==> src/rtl/pipe_hazard_ctrl.sv <==
// Stall/flush sequencer for pc..ex_mem pipeline registers; stall/flush are combinational
// from inputs and state, exception redirect one cycle after trigger. Optional PIPE_HAZARD_CTRL_PERF_EN.
module pipe_hazard_ctrl #(
    parameter int DIV_CYCLES   = 32,
    parameter int EXC_VECTOR_W = 32
) (
    input  logic                    clk,
    input  logic                    rst,
    input  logic                    id2_load_use,
    input  logic                    ex_div_start,
    input  logic                    ex_branch_redirect,
    input  logic [EXC_VECTOR_W-1:0] ex_branch_target,
    input  logic                    mem_exception,
    input  logic [EXC_VECTOR_W-1:0] mem_exc_target,
    input  logic                    dcache_stall,
    output logic [4:0]              stall,
    output logic [4:0]              flush,
    output logic                    exception_flush,
    output logic                    pc_redirect_ena,
    output logic [EXC_VECTOR_W-1:0] pc_redirect_addr,
    output logic                    div_busy,
    output logic                    div_done
`ifdef PIPE_HAZARD_CTRL_PERF_EN
    ,
    output logic [31:0]             perf_stall_cycles,
    output logic [15:0]             perf_exc_count
`endif
);

    typedef enum logic [1:0] {RUN, EXC_PEND, EXC_FIRE} state_t;

    localparam logic [5:0] DIV_LOAD = 6'(DIV_CYCLES - 1);

    state_t                  state;
    logic [5:0]              div_cnt;
    logic [EXC_VECTOR_W-1:0] exc_target;

    logic div_start_ok;
    logic div_occ;
    logic div_freeze;

    assign div_start_ok = ex_div_start && (div_cnt == 6'd0);
    assign div_occ      = (div_cnt > 6'd1) || div_start_ok;
    // The whole pipe is frozen by a miss or a pending exception, so the divide makes no progress.
    assign div_freeze   = dcache_stall || (state != RUN);

    always_ff @(posedge clk) begin
        if (rst) begin
            state      <= RUN;
            div_cnt    <= 6'd0;
            exc_target <= '0;
        end else begin
            case (state)
                RUN: begin
                    if (mem_exception) begin
                        exc_target <= mem_exc_target;
                        state      <= dcache_stall ? EXC_PEND : EXC_FIRE;
                    end
                end
                EXC_PEND: begin
                    if (!dcache_stall)
                        state <= EXC_FIRE;
                end
                EXC_FIRE: state <= RUN;
                default:  state <= RUN;
            endcase

            if (state == EXC_FIRE)
                div_cnt <= 6'd0;
            else if (!div_freeze) begin
                if (div_start_ok)
                    div_cnt <= DIV_LOAD;
                else if (div_cnt != 6'd0)
                    div_cnt <= div_cnt - 6'd1;
            end
        end
    end

    always_comb begin
        stall            = 5'b00000;
        flush            = 5'b00000;
        exception_flush  = 1'b0;
        pc_redirect_ena  = 1'b0;
        pc_redirect_addr = '0;
        div_busy         = 1'b0;
        div_done         = 1'b0;
        if (!rst) begin
            case (state)
                EXC_FIRE: begin
                    exception_flush  = 1'b1;
                    pc_redirect_ena  = 1'b1;
                    pc_redirect_addr = exc_target;
                    flush            = 5'b11111;
                end
                EXC_PEND: stall = 5'b11111;
                default: begin
                    div_busy = div_occ;
                    div_done = (div_cnt == 6'd1);
                    // load_use outranks a branch, which also covers the illegal both-high case.
                    if (dcache_stall) begin
                        stall = 5'b11111;
                    end else if (div_occ) begin
                        stall = 5'b01111;
                        flush = 5'b10000;
                    end else if (id2_load_use) begin
                        stall = 5'b00111;
                        flush = 5'b01000;
                    end else if (ex_branch_redirect) begin
                        flush            = 5'b00110;
                        pc_redirect_ena  = 1'b1;
                        pc_redirect_addr = ex_branch_target;
                    end
                end
            endcase
        end
    end

`ifdef PIPE_HAZARD_CTRL_PERF_EN
    always_ff @(posedge clk) begin
        if (rst) begin
            perf_stall_cycles <= '0;
            perf_exc_count    <= '0;
        end else begin
            if (stall[0] && (perf_stall_cycles != '1))
                perf_stall_cycles <= perf_stall_cycles + 32'd1;
            if ((state == EXC_FIRE) && (perf_exc_count != '1))
                perf_exc_count <= perf_exc_count + 16'd1;
        end
    end
`endif

endmodule

==> config.mk <==
export PLATFORM = sky130hd
export DESIGN_NAME = pipe_hazard_ctrl
export DESIGN_NICKNAME = d
export VERILOG_FILES = /design/src/rtl/pipe_hazard_ctrl.sv
export SDC_FILE = /design/constraint.sdc
export NUM_CORES = 1
export LEC_CHECK = 0
export CORE_MARGIN = 2
export CORE_UTILIZATION = 30
export DETAILED_ROUTE_END_ITERATION = 7
export PLACE_DENSITY = 0.67
export SLEW_MARGIN = 10
export SYNTH_ARGS = -nofsm -noshare
export SYNTH_HDL_FRONTEND = slang
export SYNTH_SLANG_ARGS = --single-unit
==> constraint.sdc <==
create_clock -name clk -period 3.8 [get_ports clk]
set_input_delay 0.76 -clock clk [delete_from_list [all_inputs] [get_ports clk]]
set_output_delay 0.76 -clock clk [all_outputs]
set_load 0.05 [all_outputs]
# Word-level counts from Yosys, hierarchy flattened
# Index checks and enable logic that the tools add are counted.
totals:
  reg_bits: 40
  latch_bits: 0
  mem_bits_rw: 0
  mem_bits_ro: 0
  in_bits: 71
  out_inout_bits: 46
  elab_cells: 59
  memories: 0
op_classes:
  n_addsub: 1
  multipliers: 0
  n_div: 0
  n_lt_le_gt_ge: 1
  eq_ne: 5
  shift: 0
  muxes: 35
  bitwise: 1
  n_reduce_logical: 13
op_table:
  columns: ["cell", "count"]
  rows:
  - ["$mux W32", 5]
  - ["$pmux W32 S2", 1]
  - ["$mux W5", 5]
  - ["$pmux W5 S2", 2]
  - ["$mux W6", 2]
  - ["$mux W1", 11]
  - ["$mux W4", 2]
  - ["$eq A6 B1 Y1 const B", 1]
  - ["$gt A6 B1 Y1 const B", 1]
  - ["$logic_not A6 Y1", 1]
  - ["$mux W2", 3]
  - ["$mux W3", 2]
  - ["$reduce_and A2 Y1", 3]
  - ["$reduce_bool A6 Y1", 1]
  - ["$sub A6 B1 Y6 const B", 1]
  - ["$ne A2 B2 Y1 const B", 2]
  - ["$pmux W2 S2", 1]
  - ["$reduce_bool A2 Y1", 2]
  - ["$reduce_or A2 Y1", 2]
  - ["$eq A2 B1 Y1 const B", 1]
  - ["$eq A2 B2 Y1 const B", 1]
  - ["$logic_not A2 Y1", 1]
  - ["$logic_or A1 B1 Y1", 2]
  - ["$pmux W1 S2", 1]
  - ["other kinds (2)", 2]

# Longest topological paths before layout
depth:
  depth_word: 7
  ltp_mapped: 8
  ltp_nobuf: 6

# Worst setup path after synthesis
# No wires, ideal clock.
synth_timing:
  kind: "register to output"
  from: "register state[0]"
  to: "output stall[1]"
  arrival_time_ns: 2.876
  required_ns: 3.040
  path_slack_ns: 0.164
  path_stages_with_launch: 7
  path_buffers: 3
  path_cell_list: "dfxtp_1 > inv_1 > ha_1 > buf_1 > clkbuf_1 > a211oi_1 > buf_4"
synth_via:
  elab_chain_len: 3
  word_cells_on_any_way: 4
  cone_classes: "eq/ne (2); mux (2)"
synth_lines:
  columns: ["element", "line", "text"]
  rows:
  - ["start: declaration", "34", "state_t state;"]
  - ["start signal: assignment", "57", "state <= dcache_stall ? EXC_PEND : EXC_FIRE;"]
  - ["$eq A2 B1 Y1 / $eq A2 B2 Y1 (equally long branches)", "88", "case (state)"]
  - ["$pmux W5 S2 (*)", "88", null]
  - ["$mux W5 (*)", "87", "if (!rst) begin"]
  - ["end: declaration", "16", "output logic [4:0] stall,"]
# Every way passes the cells marked *; elsewhere a longest branch is shown, timed or not.

# Worst setup path in the final report
layout_timing:
  from: "input dcache_stall"
  to: "output pc_redirect_addr[9]"
layout_via:
  elab_chain_len: 3
layout_lines:
  columns: ["element", "line", "text"]
  rows:
  - ["start: declaration", "15", "input logic dcache_stall,"]
  - ["$mux W32", "100", "if (dcache_stall) begin"]
  - ["$pmux W32 S2", "88", null]
  - ["$mux W32", "87", null]
  - ["end: declaration", "20", "output logic [EXC_VECTOR_W-1:0] pc_redirect_addr,"]
# No other way between the ends.

==> results.toml <==
[power]
p_total_uw = 1400
power.share.switching = 0.338
sequentialPowerShare = 0.353
p_per_area_nw_per_um2 = 336
power.switching_uw = 473
leakage_uw = 0.00153
worst_ir_drop_vdd_mv = 0.171
power.clock.fraction = 0.274
p_comb_frac = 0.373
p_int_uw = 928

[yosys]
ys_seq_elements = 40
yosys_warnings = 0
avgSynthCellArea_um2 = 7.11
synth-edff-count = 0
synth_fp_nets = 413
synth_flop_cell = "dfxtp_1"
synthCells = 336
syn_area_um2 = 2390
synthDistinctLibCells = 36
async_flop_share = 0
yosysSeqAreaShare = 0.335

[critical_path]
worstPathMaxFanout = 22
crit_path_top_delay_cell = "or4b_1"
r2r-start = "state[1]$_SDFFE_PP0P_"
critPathLaunchType = "input pin"
required_ns = 3.04
arrival_ns = 2.79
cp_cell_sequence = "clkdlybuf4s50_1 > or4b_1 > a211o_4 > buf_4 > o21ai_1 > buf_12"
cp_slowest_stage_delay_ns = 0.55
crit_path_start = "dcache_stall"
worstSetupEndpointType = "output pin"
path_class = "input pin to output pin"
worst-r2r-setup-slack_ns = 1.80

[sta]
final_hold_viol_count = 0
setup_slack_ns = 0.246
finClkSkew_ns = 0.00667
worstMarginPinSlew_ns = 1.15
timing.slew.headroom = 0.231
timing.fmax_mhz = 281
drv_slew = 0
tns_ns = 0
setup_viol = 0
rsz0062_at_grt = "false"
min_period_over_period = 0.935
hold_slack_ns = 0.476
period_minus_slack_ns = 3.55

[placement]
io_buffers = 116
place.gp.congestion = 0.775
pre_cts_ws_ns = 0.236
dpl_cell_area_um2 = 4050
dp_hpwl_um = 5610

[cts]
cts.sinks = 40
clockBufferDepth = 2
tritoncts = "built"
cts_root_buf = "clkbuf_8"
clkSlewWorstSetupHoldPaths_ns = 0.08
ctsResizeCount = 0
cts_inserted_buffers = 5
postCtsHoldBufs = 0
ctsHtreeMaxLevel = 2
clock_latency_ns = 0.29
cts_setup_buffers = 0

[routing]
routedWlPerCell_um = 14.6
route.detailed.drc = 0
drtPass1Iterations = 4
viasPerCell = 5.05
final_antenna_net_count = 0
wirelength_um = 7940
vias = 2739
initialDrtViolationCount = 103

[layout]
nFillCells = 711
diodes = 0
ff_latch_area_um2 = 801
area_delta_synth_final_pct = 74.6
final_cell_area_um2 = 4170
final_nets = 516
multi_input_area_um2 = 1410
drive_above_1_share = 0.205

[job]
cap_violations = 0

[global_route]
grt_pass1_vias = 2745
grt_pass1_wl_um = 13000
overflow = 0
grt_max_degree = 46
grtUsageTotal = 0.184
grt_antenna_before_repair = 0

[floorplan]
core_um2 = 7730
die_x_um = 93.3
die_area_um2 = 8700
placement_rows = 32
pin_count = 117
start_util = 0.309
die_h_um = 93.3

[worst_hold_path]
min_from = "exc_target[12]$_SDFFE_PP0P_"
hp-class = "flip-flop to flip-flop"

[outcome]
status = "complete, no violations"
## synth_stat cells, drive strengths merged, types with 4 or more instances
master | count | area, um2
nand2 | 101 | 379
dfxtp | 40 | 801
a21oi | 37 | 185
o21ai | 34 | 245
o22ai | 33 | 206
clkbuf | 22 | 82.6
nor2 | 13 | 48.8
buf | 9 | 72.6
inv | 8 | 30.0
ha | 6 | 75.1
a211oi | 4 | 30.0
nor2b | 4 | 25.0
## metal layers
metal,vias to the layer above,part of all wire,GRT usage
met3,6,0.058,0.0427
met5,-,0,0
li1,1363,-,-
met2,90,0.49,0.315
met4,0,0.0098,0.0441
met1,1280,0.44,0.235
## worst paths after layout
check	to	cells after the start
max	pc_redirect_addr[9]	6
min	exc_target[12]$_SDFFE_PP0P_	2
max reg2reg	exc_target[1]$_SDFFE_PP0P_	5
min reg2reg	exc_target[12]$_SDFFE_PP0P_	2
## layout make-up
class	count	area share
clock buffers	7	0.0231
clock inverters	1	0.00720
inverters	8	0.00720
multi-input cells	257	0.338
flip-flops and latches	40	0.192
well taps	102	0.0306
repair buffers	127	0.402
## cell usage in the layout (no fill, tap or decap), types with 2 or more instances in the layout
| master | synthesis | layout |
|---|---|---|
| mux2i_1 | 2 | 2 |
| or2_2 | 2 | 2 |
| a21oi_1 | 37 | 37 |
| nor3_1 | 2 | 2 |
| dfxtp_1 | 40 | 40 |
| nand2_1 | 101 | 101 |
| o21ai_2 | 20 | 20 |
| o22ai_1 | 33 | 33 |
| a211oi_1 | 4 | 4 |
| buf_12 | 0 | 44 |
| ha_1 | 6 | 6 |
| nor2_2 | 0 | 2 |
| o21ai_0 | 4 | 4 |
| buf_4 | 4 | 11 |
| nand3b_1 | 2 | 2 |
| inv_1 | 8 | 8 |
| clkbuf_8 | 0 | 7 |
| clkdlybuf4s50_1 | 0 | 71 |
| nand3_1 | 2 | 2 |
| and2_1 | 2 | 2 |
| o21ai_1 | 10 | 10 |
| nor2_1 | 13 | 11 |
| nor2b_1 | 4 | 4 |
## kinds of logic after synthesis
| kind of cell | Yosys count | share of synthesized area |
|---|---|---|
| compound gates | 116 | 0.311 |
| xor+xnor | 1 | 0.00367 |
| fa+ha+maj | 6 | 0.0314 |
| buf+inv | 39 | 0.0775 |
| flops | 40 | 0.335 |
| mux | 2 | 0.00838 |
| simple gates | 132 | 0.233 |
## state kept, by name (all words and copies together), names as in the netlist
signal      count
div_cnt         6
exc_target     32
state           2
## power by group through the flow
| stage | Sequential, uW | Clock, uW | Combinational, uW |
|---|---|---|---|
| final | 495 | 384 | 523 |
| after global routing | 501 | 411 | 566 |
| after CTS | 494 | 394 | 525 |
| after detailed placement | 504 | 0 | 523 |
| after global placement | 502 | 0 | 512 |
| after floorplan | 496 | 0 | 314 |
## per-stage QoR
stage,utilization,instances
after detailed placement,0.524,534
final,0.540,542
after floorplan,-,336
after CTS,0.540,542
after global routing,0.540,542
after global placement,0.524,534
## critical path, delay by kind of cell
kind | cells | cell delay [ns]
AO/OA/AOI/OAI | 2 | 0.66
buffers and inverters | 3 | 0.81
AND/OR/NAND/NOR | 1 | 0.55
Note: power is estimated with default switching activity, not from simulation.
